===== src/rtl/key_switch_input_if.sv =====
// Wishbone classic slave bus for the key/switch input block.
// Signal names are from the slave's point of view.
interface key_switch_input_if;
   logic        cyc_i;
   logic        stb_i;
   logic        we_i;
   logic [1:0]  adr_i;
   logic [31:0] dat_i;
   logic [3:0]  sel_i;
   logic [31:0] dat_o;
   logic        ack_o;

   modport master (
      output cyc_i, stb_i, we_i, adr_i, dat_i, sel_i,
      input  dat_o, ack_o
   );

   modport slave (
      input  cyc_i, stb_i, we_i, adr_i, dat_i, sel_i,
      output dat_o, ack_o
   );
endinterface


===== src/rtl/key_switch_input.sv =====
// Synchronized, debounced pushbuttons and slide switches with a press latch,
// an interrupt mask and a Wishbone classic register interface.
module key_switch_input #(
   parameter int unsigned DEBOUNCE_CYCLES = 500000,
   parameter int unsigned NKEY            = 4,
   parameter int unsigned NSW             = 10
) (
   input  logic                clk_i,
   input  logic                rst_i,
   input  logic [NKEY-1:0]     key_i,
   input  logic [NSW-1:0]      sw_i,
   key_switch_input_if.slave   bus,
   output logic                irq_o
);

   localparam int unsigned NB = NSW + NKEY;
   localparam int unsigned CW = $clog2(DEBOUNCE_CYCLES);
   localparam logic [CW-1:0] CNT_MAX = CW'(DEBOUNCE_CYCLES - 1);

   // Bit layout of all per-input vectors: keys on top, switches below.
   logic [NB-1:0]   meta_q;
   logic [NB-1:0]   sync_q;
   logic [NB-1:0]   level;
   logic [NB-1:0]   stable_q;
   logic [NB-1:0]   stable_d;
   logic [CW-1:0]   cnt_q [NB];
   logic [CW-1:0]   cnt_d [NB];
   logic [NKEY-1:0] pend_q;
   logic [NKEY-1:0] pend_d;
   logic [NKEY-1:0] mask_q;
   logic [NKEY-1:0] mask_d;
   logic [NKEY-1:0] clr;
   logic [31:0]     rd;
   logic [31:0]     dat_q;
   logic [31:0]     dat_d;
   logic            ack_q;
   logic            irq_q;
   logic            req;
   logic            wr;

   // Keys are active-low at the pin; inversion happens after synchronization.
   assign level = {~sync_q[NB-1:NSW], sync_q[NSW-1:0]};

   always_comb begin
      stable_d = stable_q;
      for (int unsigned b = 0; b < NB; b++) begin
         cnt_d[b] = '0;
         if (level[b] != stable_q[b]) begin
            if (cnt_q[b] == CNT_MAX) stable_d[b] = level[b];
            else                     cnt_d[b]    = cnt_q[b] + 1'b1;
         end
      end
   end

   assign req = bus.cyc_i & bus.stb_i & ~ack_q;
   assign wr  = req & bus.we_i & bus.sel_i[0];

   always_comb begin
      rd = '0;
      case (bus.adr_i)
         2'd0:    rd[NSW-1:0]  = stable_q[NSW-1:0];
         2'd1:    rd[NKEY-1:0] = stable_q[NB-1:NSW];
         2'd2:    rd[NKEY-1:0] = pend_q;
         default: rd[NKEY-1:0] = mask_q;
      endcase

      clr    = '0;
      mask_d = mask_q;
      if (wr && bus.adr_i == 2'd2) clr    = bus.dat_i[NKEY-1:0];
      if (wr && bus.adr_i == 2'd3) mask_d = bus.dat_i[NKEY-1:0];

      // A press edge in the clearing cycle wins over the clear.
      pend_d = (pend_q & ~clr) | (stable_d[NB-1:NSW] & ~stable_q[NB-1:NSW]);
      dat_d  = req ? rd : '0;
   end

   always_ff @(posedge clk_i) begin
      if (rst_i) begin
         meta_q   <= '0;
         sync_q   <= '0;
         stable_q <= '0;
         cnt_q    <= '{default: '0};
         pend_q   <= '0;
         mask_q   <= '0;
         dat_q    <= '0;
         ack_q    <= 1'b0;
         irq_q    <= 1'b0;
      end else begin
         meta_q   <= {key_i, sw_i};
         sync_q   <= meta_q;
         stable_q <= stable_d;
         cnt_q    <= cnt_d;
         pend_q   <= pend_d;
         mask_q   <= mask_d;
         dat_q    <= dat_d;
         ack_q    <= req;
         irq_q    <= |(pend_q & mask_q);
      end
   end

   assign bus.ack_o = ack_q;
   assign bus.dat_o = dat_q;
   assign irq_o     = irq_q;

endmodule


===== src/flat_wrapper.sv =====
// flat-port wrapper written by rule: the top's interface ports become plain ports
module key_switch_input_flat 
#(
   parameter int unsigned DEBOUNCE_CYCLES = 500000,
   parameter int unsigned NKEY            = 4,
   parameter int unsigned NSW             = 10
)
  (clk_i, rst_i, key_i, sw_i, irq_o, bus_cyc_i, bus_stb_i, bus_we_i, bus_adr_i, bus_dat_i, bus_sel_i, bus_dat_o, bus_ack_o);
  key_switch_input_if bus_i ();
  input  logic clk_i;
  input  logic rst_i;
  input  logic [NKEY-1:0] key_i;
  input  logic [NSW-1:0] sw_i;
  output logic irq_o;
  input wire logic [$bits(bus_i.cyc_i)-1:0] bus_cyc_i;
  input wire logic [$bits(bus_i.stb_i)-1:0] bus_stb_i;
  input wire logic [$bits(bus_i.we_i)-1:0] bus_we_i;
  input wire logic [$bits(bus_i.adr_i)-1:0] bus_adr_i;
  input wire logic [$bits(bus_i.dat_i)-1:0] bus_dat_i;
  input wire logic [$bits(bus_i.sel_i)-1:0] bus_sel_i;
  output wire logic [$bits(bus_i.dat_o)-1:0] bus_dat_o;
  output wire logic [$bits(bus_i.ack_o)-1:0] bus_ack_o;
  assign bus_i.cyc_i = bus_cyc_i;
  assign bus_i.stb_i = bus_stb_i;
  assign bus_i.we_i = bus_we_i;
  assign bus_i.adr_i = bus_adr_i;
  assign bus_i.dat_i = bus_dat_i;
  assign bus_i.sel_i = bus_sel_i;
  assign bus_dat_o = bus_i.dat_o;
  assign bus_ack_o = bus_i.ack_o;
  key_switch_input #(.DEBOUNCE_CYCLES(DEBOUNCE_CYCLES), .NKEY(NKEY), .NSW(NSW)) u_core (.clk_i(clk_i), .rst_i(rst_i), .key_i(key_i), .sw_i(sw_i), .bus(bus_i), .irq_o(irq_o));
endmodule

===== config.mk =====
export PLATFORM = sky130hd
export DESIGN_NAME = key_switch_input_flat
export DESIGN_NICKNAME = d
export VERILOG_FILES = /design/src/rtl/key_switch_input_if.sv /design/src/rtl/key_switch_input.sv /design/src/flat_wrapper.sv
export SDC_FILE = /design/constraint.sdc
export NUM_CORES = 1
export LEC_CHECK = 0
export ABC_AREA = 1
export BUFFER_PORTS_ARGS = -buffer_cell sky130_fd_sc_hd__clkbuf_2
export CORE_UTILIZATION = 50
export CTS_BUF_LIST = sky130_fd_sc_hd__clkbuf_16
export DETAILED_ROUTE_END_ITERATION = 7
export HOLD_SLACK_MARGIN = 0.02
export PLACE_DENSITY = 0.73
export SETUP_SLACK_MARGIN = 0.2
export SLEW_MARGIN = 20
export SYNTH_ARGS = -nofsm -noshare
export SYNTH_HDL_FRONTEND = slang
export SYNTH_SLANG_ARGS = --single-unit

===== constraint.sdc =====
create_clock -name clk_i -period 1.8 [get_ports clk_i]
set_input_delay 0.36 -clock clk_i [delete_from_list [all_inputs] [get_ports clk_i]]
set_output_delay 0.36 -clock clk_i [all_outputs]
set_load 0.03 [all_outputs]

# Yosys cells after proc, flatten, opt, wreduce, memory -nomap -nowiden
# Index checks and enable logic that the tools add are counted.
# word_totals
reg_bits	350
n_memories	0
mem_bits_ro	0
ram_bits	0
latchBits	0
# classes
n_div	0
n_addsub	14
reduce_logical	30
bitwise	28
multipliers	0
shift	0
n_eq_ne	31
n_mux	10
order_cmp	0
# ops
op	count
adder 19 x 1 -> 19 bit, second input constant	14
== test 19 bit, second input constant	14
OR reduction 3 bit	15
AND reduction 2 bit	10
inverter 1 bit	17
inequality test 1 bit	14
bitwise AND 4 bit	3
inverter 4 bit	3
case mux 4 bit (3 select lines)	1
2-to-1 mux 1 bit	8
bitwise AND 1 bit	4
== test 2 bit, second input constant	2
2-to-1 mux 4 bit	1
OR 4 bit	1
OR reduction 4 bit	1
== test 2 x 1 -> 1 bit, second input constant	1
logical AND 1 bit	2
zero test 2 bit	1
OR reduction 2 bit	1

# Depth between registers and ports, before layout
# Gate-level depths: netlist (run 1).
# depth
ltp_word	9
ltp_mapped	9
ltp_nobuf	9

# Worst setup path before layout (run 1)
# Ideal clock, no wire load.
# synth_timing
path_type	register to register
start	register u_core.cnt_q[19] (netlist name)
end	register u_core.cnt_q[19] (netlist name)
stages_incl_launch_ff	8
arrival_ns	1.388
slack_ns	0.292
setup_ns	0.120
path_buffers	1
path_cell_list	dfxtp_1 ha_1 nand3_2 inv_1 nand3_2 o21bai_4 buf_6 nor2_1
# synth_via
elab_chain_len	2
# synth_rtl
item	line	source
start, declared	key_switch_input.sv:26	logic [CW-1:0] cnt_q [NB];
start signal, assigned	key_switch_input.sv:92	cnt_q <= cnt_d;
branches (longest 2 deep; another with adder 19 x 1 -> 19 bit)	-	
# Parallel ways; which one is timed is not known.
# A chain may end at the register's enable or synchronous reset.

# Worst setup path after layout (run 1)
# layout_timing
start	register u_core.ack_q, in the netlist u_core.bus.ack_o
end	output bus_ack_o
# layout_lines
item	line	source
start, declared	key_switch_input.sv:36	logic ack_q;
start signal, assigned	key_switch_input.sv:96	ack_q <= req;
end, declared	flat_wrapper.sv:22	output wire logic [$bits(bus_i.ack_o)-1:0] bus_ack_o;
# No word-level cell between the ends.

==> qor.yml, run 1 <==
status: "finished, final reports clean"
cp.required_ns: 1.44
r2r_start: "u_core.cnt_q[247]$_SDFF_PP0_"
core_um2: 31880
vias_per_cell: 4.857
pwr-share-clk: 0.505
detail_route.first_pass.iterations: 5
setup-tns-final_ns: 0
crit_path_cell_trace: "buf_2"
cp-end-kind: "primary output"
ir_drop_mv: 0.7685
p_sw_frac: 0.2111
netlist_area_um2: 16380
nets: 2607
grt_antenna_before_repair: 1
die_h_um: 183.0
wl_um: 33650
final_cells: 2999
power_switching_uw: 3325
cts_tree: "yes"
fin_skew_ns: 0.01567
worst_skew_pair.late_latency_ns: 0.52
crit_family: "flip-flops"
seq_area_frac_synth: 0.4009
clk_path_buf_depth: 3
track_usage: 0.2033
worst-path-buf-inv: 1
numCtsBuffers: 37
min_from: "sw_i[5]"
seqPwrFrac: 0.467
pin_count: 91
crit_slowest_cell: "dfxtp_1"
power.density_nw_per_um2: 838.0
synth_top_area_cell: "dfxtp_1"
arrival_ns: 1.19
hold_class: "in2reg"
total_power_uw: 15750
drt_first_iter_violations: 844
dp_hpwl_um: 24260
cp_max_fo: 3
critPathLaunchType: "register"
die_w_um: 183.0
synth-warning-count: 0
synth_area_leaders: "dfxtp_1 40%, nand2_1 14%, nor2_1 13%, inv_1 6.5%, nand3_1 4.3%"
area_growth_pct: 14.78
grt_pass1_vias: 13550
cts_max_level: 2
fin_crit_sh: 0.8608
clk_pin_slew_ns: 0.06
syn_inst: 2427
slowest_delay_ns: 0.43
wl_per_cell_um: 11.22
fin_crit_ns: 1.549
grt_max_degree: 25
vias: 14570
utilization: 0.5897
rows: 65
p_leak_uw: 0.006510
p_int_uw: 12430
synth_top_area_share: 0.4009
drc_errors: 0
ys_ff_latch: 328
critPathKind: "reg2out"
cts_sinks: 328
maxCapViolCount: 0
port_buffers: 37
reg2reg_setup_slack_ns: 0.30
clock.fmax_mhz: 645.4
grt_overflow: 0
drive_gt1_frac: 0.09984
dp_cells: 2900
rsz0062_at_grt: "true"
die_area_um2: 33480
start_util: 0.5137
ys_types: 41
power_frac_comb: 0.028
crit_start: "u_core.bus.ack_o$_SDFF_PP0_"
final_antenna_net_count: 0
setup_violations: 0
avgSynthCellArea_um2: 6.748
gp_congestion: 0.8874
cts_root_buf: "clkbuf_16"
diodes: 0
slew_violations: 0
hold_viol_final: 0
grt_pass1_wl_um: 58430
-- Yosys cell counts, drive strengths merged --
| cell type | number |
|---|---|
| dfxtp | 328 |
| or2 | 30 |
| o21ai | 54 |
| a31oi | 5 |
| nand4 | 49 |
| ha | 14 |
| inv | 286 |
| nand3 | 153 |
| a41oi | 1 |
| and2 | 1 |
| and3 | 1 |
| clkbuf | 2 |
| a21oi | 91 |
| o21bai | 12 |
| xor2 | 77 |
| buf | 41 |
| nand2 | 629 |
| nor3 | 24 |
| nor2 | 583 |
| conb | 1 |
| nand3b | 8 |
| xnor2 | 37 |
-- timing repair --
action,4_1_cts,5_1_grt
setup buffers,12,12
endpoints found under the setup margin,47,208
pin swaps,6,6
gates cloned,0,1
hold buffers,7,0
endpoints found under the hold margin,7,0
resized for setup,3,44
-- registers in the layout, indices dropped and copies added (netlist names) --
| signal | cells |
|---|---|
| u_core.irq_o | 1 |
| u_core.cnt_q | 266 |
| u_core.bus.ack_o | 1 |
| u_core.bus.dat_o | 10 |
| u_core.mask_q | 4 |
| u_core.meta_q | 14 |
| u_core.stable_q | 14 |
| u_core.pend_q | 4 |
| u_core.sync_q | 14 |
-- cell type report --
class	count	area, um2
multi-input combinational	1792	8593
clock inverter	28	320.3
tap	435	544.3
clock buffer	39	975.9
inverter	286	1074
sequential	328	6573
timing repair buffer	91	719.4
fill	2956	13080
-- metal layers --
metal / vias to the layer above / GRT usage / part of all wire
met1: 6514 / 0.2622 / 0.47
met5: - / 0 / 0.00048
met2: 280 / 0.3471 / 0.46
met3: 61 / 0.03594 / 0.046
met4: 2 / 0.05767 / 0.019
li1: 7708 / - / -
-- power by group through the flow --
| stage | Sequential [uW] | Clock (uW) | Combinational, uW |
|---|---|---|---|
| final | 7360 | 7960 | 435 |
| after global routing | 7360 | 8480 | 479 |
| after CTS | 7360 | 8140 | 426 |
| after detailed placement | 7520 | 0 | 385 |
| after global placement | 7520 | 0 | 379 |
| after floorplan | 7520 | 0 | 312 |
-- cell families after synthesis --
logic type	after synthesis	share of synthesized area
AND/OR/NAND/NOR	1478	0.3819
AO/OA/AOI/OAI	163	0.05730
XOR/XNOR	114	0.06096
adder cells (fa/ha/maj)	14	0.01070
flip-flops	328	0.4009
other	1	0.0002290
buffers and inverters	329	0.08801
-- layout by cell type (no fill, tap or decap), types with 13 or more instances in the layout --
master	count
a21oi_1	90
buf_4	36
clkbuf_16	39
clkbuf_2	36
conb_1	22
dfxtp_1	323
inv_1	287
nand2_1	614
nand3_1	138
nand3_2	13
nand4_1	47
nor2_1	548
nor2_2	26
nor3_1	19
o21ai_0	51
or2_0	16
or2_2	14
xnor2_1	37
xor2_1	77
-- per-stage QoR --
| stage | setup WS (ns) | cell area [um2] | hold WS (ns) |
|---|---|---|---|
| after floorplan | 0.2920 | 16460 | 0.3883 |
| after global placement | 0.1755 | 17040 | 0.3925 |
| after detailed placement | 0.1674 | 17040 | 0.3949 |
| after CTS | 0.1907 | 18560 | 0.05522 |
| after global routing | 0.1817 | 18800 | 0.06351 |
| final | 0.2506 | 18800 | 0.07379 |
-- final timing paths --
check | end | cells after the start
setup / recovery | bus_ack_o | 1
hold / removal | u_core.meta_q[5]$_SDFF_PP0_ | 3
setup reg to reg | u_core.cnt_q[265]$_SDFF_PP0_ | 7
hold reg to reg | u_core.sync_q[5]$_SDFF_PP0_ | 2
Note: power is estimated with default switching activity, not from simulation.
==> run 2, diff against run 1 <==
--- a/config.mk
+++ b/config.mk
@@ -11,7 +11,7 @@
 export CTS_BUF_LIST = sky130_fd_sc_hd__clkbuf_16
 export DETAILED_ROUTE_END_ITERATION = 7
 export HOLD_SLACK_MARGIN = 0.02
-export PLACE_DENSITY = 0.73
+export PLACE_DENSITY = 0.76
 export SETUP_SLACK_MARGIN = 0.2
 export SLEW_MARGIN = 20
 export SYNTH_ARGS = -nofsm -noshare
==> constraint.sdc (replaced) <==
create_clock -name clk_i -period 1.3 [get_ports clk_i]
set_input_delay 0.26 -clock clk_i [delete_from_list [all_inputs] [get_ports clk_i]]
set_output_delay 0.26 -clock clk_i [all_outputs]
set_load 0.03 [all_outputs]
==> run 2 against run 1 <==
Effect of this change: worst setup slack lost 0.39 ns; flip-flop and latch count did not move; largest cell class unchanged; critical path type is now reg2reg; the run now ends with setup timing left; non-clock buffer count rose by 267; sequential power increased by 39%.
==> qor.yml, run 2 (synthesized netlist as in run 1, its figures left out) <==
final_cell_mix: "533 x nand2_1, 347 x nor2_1, 267 x inv_1"  # was 614 x nand2_1, 548 x nor2_1, 323 x dfxtp_1
track_usage: 0.2386  # was 0.2033
min_from: "bus_dat_i[0]"  # was sw_i[5]
vias: 17260  # was 14570
arrival_ns: 1.85  # was 1.19 ns
pin_count: 91  # unchanged
start_util: 0.5137  # unchanged
fin_crit_sh: 1.111
core_um2: 31880  # unchanged
rsz0062_at_grt: "true"  # unchanged
r2r_start: "u_core.cnt_q[5]$_SDFF_PP0_"  # was u_core.cnt_q[247]$_SDFF_PP0_
detail_route.first_pass.iterations: 5  # unchanged
grt_max_degree: 26  # was 25
numCtsBuffers: 37  # unchanged
power.density_nw_per_um2: 890.4  # was 838.0 nW/um2
ff2ff_path_depth: 7  # unchanged
dp_hpwl_um: 27230  # was 24260 um
ir_drop_mv: 0.8838  # was 0.7685 mV
largest_register: "u_core.cnt_q"  # unchanged
die_area_um2: 33480  # unchanged
cp_max_fo: 8  # was 3
critPathKind: "reg2reg"  # was reg2out
hold_viol_final: 0  # unchanged
slew_violations: 0  # unchanged
wl_um: 48010  # was 33650 um
cts_root_buf: "clkbuf_16"  # unchanged
port_buffers: 37  # unchanged
area_growth_pct: 44.32  # was 14.78%
final_common_cell: "nand2_1"  # unchanged
final_antenna_net_count: 0  # unchanged
cts_max_level: 2  # unchanged
fillers: 2062  # was 2956
drc_errors: 0  # unchanged
clk_path_buf_depth: 3  # unchanged
reg2reg_setup_slack_ns: -0.14  # was 0.30 ns
grt_antenna_before_repair: 0  # was 1
vias_per_cell: 5.274  # was 4.857
holdWs_ns: 0.03401  # was 0.07379 ns
maxCapViolCount: 0  # unchanged
utilization: 0.7414  # was 0.5897
grt_pass1_vias: 15350  # was 13550
cp-end-kind: "register"  # was primary output
gp_congestion: 0.9239  # was 0.8874
fin_crit_ns: 1.444
drt_first_iter_violations: 1229  # was 844
diodes: 0  # unchanged
timing.rr.end: "u_core.cnt_q[9]$_SDFF_PP0_"  # was u_core.cnt_q[265]$_SDFF_PP0_
worst_skew_pair.late_latency_ns: 0.53  # was 0.52 ns
cts_tree: "yes"  # unchanged
layout_setup_ws_ns: -0.1443  # was 0.2506 ns
whs_path_depth: 3  # unchanged
rows: 65  # unchanged
failed_checks: "setup timing"
wl_per_cell_um: 14.67  # was 11.22 um
setup_violations: 182  # was 0
setup-tns-final_ns: -10.74  # was 0 ns
drive_gt1_frac: 0.3877  # was 0.09984
cts_sinks: 328  # unchanged
die_w_um: 183.0  # unchanged
grt_pass1_wl_um: 67730  # was 58430 um
status: "complete, but fails checks"  # was finished, final reports clean
p_leak_uw: 0.008449  # was 0.006510 uW
min_to: "u_core.mask_q[0]$_SDFFE_PP0P_"  # was u_core.meta_q[5]$_SDFF_PP0_
clk_pin_slew_ns: 0.07  # was 0.06 ns
place_ws_ns: -0.1013  # was 0.1674 ns
die_h_um: 183.0  # unchanged
critPathLaunchType: "register"  # unchanged
cp.required_ns: 1.71  # was 1.44 ns
largest_reg_flops: 266  # unchanged
grt_overflow: 0  # unchanged
clock.fmax_mhz: 692.4
hold_class: "in2reg"  # unchanged
fin_skew_ns: 0.02044  # was 0.01567 ns
nets: 2884  # was 2607
[run 2: changes by cell type in the layout (fill, tap and decap cells not counted), sizes merged]
cell / delta
clkbuf: -10
bufinv: -4
nand2: +10
dlygate4sd3: +7
inv: +4
clkinv: -2
buf: +268
[run 2: cell type report]
type | count | area [um2] | share of cell area
multi-input combinational | 1802 | 10930 | 0.4625
sequential | 328 | 6798 | 0.2876
timing repair buffer | 358 | 3143 | 0.1330
inverter | 286 | 1091 | 0.04616
clock buffer | 37 | 925.9 | 0.03917
tap | 435 | 544.3 | 0.02303
clock inverter | 26 | 201.4 | 0.008523
[run 2: routing by layer]
| metal | GRT usage | wire (um) | share of wire | up-vias |
|---|---|---|---|---|
| met3 | 0.03396 | 2834 | 0.059 | 183 |
| met5 | 0 | 0 | 0 | - |
| li1 | - | - | - | 8297 |
| met2 | 0.4251 | 24470 | 0.51 | 659 |
| met1 | 0.2939 | 18910 | 0.39 | 8116 |
| met4 | 0.07933 | 1804 | 0.038 | 0 |
[run 2: worst max path at each step]
stage                     slack (ns)  cells past startpoint                    startpoint                             to
after global routing           -0.26                      8  u_core.cnt_q[236]$_SDFF_PP0_   u_core.cnt_q[246]$_SDFF_PP0_
after detailed placement       -0.10                      6                     bus_cyc_i  u_core.mask_q[1]$_SDFFE_PP0P_
final                          -0.14                      7    u_core.cnt_q[5]$_SDFF_PP0_     u_core.cnt_q[9]$_SDFF_PP0_
after floorplan                -0.06                      7  u_core.cnt_q[153]$_SDFF_PP0_   u_core.cnt_q[158]$_SDFF_PP0_
after global placement         -0.05                      6                     bus_cyc_i  u_core.mask_q[0]$_SDFFE_PP0P_
after CTS                      -0.05                      7  u_core.cnt_q[114]$_SDFF_PP0_   u_core.cnt_q[118]$_SDFF_PP0_
[run 2: per-stage QoR]
stage	cell area [um2]	instances	power [uW]
floorplan	17180	2448	10890
global placement	19310	3105	11040
detailed placement	19310	3105	11060
CTS	21570	3220	21040
finish	23640	3272	21050
global route	23640	3272	21610
[run 2: critical path, cell delays in order, from the launching register on]
cell and delay, ns:
dfxtp_2 0.34, inv_1 0.09, nand2_1 0.08, nor2_2 0.21, nand3_4 0.14, o21bai_4 0.22, clkbuf_16 0.21, nor2_1 0.04
[run 2: power breakdown]
part	internal [uW]	switching, uW
Combinational	393	547
Clock	5760	4160
Sequential	10100	78.4
[run 2: timing repair]
action | CTS | global route
pin swaps | 80 | 145
hold buffers | 14 | 0
hold endpoints to repair | 14 | 0
setup buffers | 29 | 45
resized for setup | 217 | 511
gates cloned | 9 | 7
endpoints found under the setup margin | 302 | 310
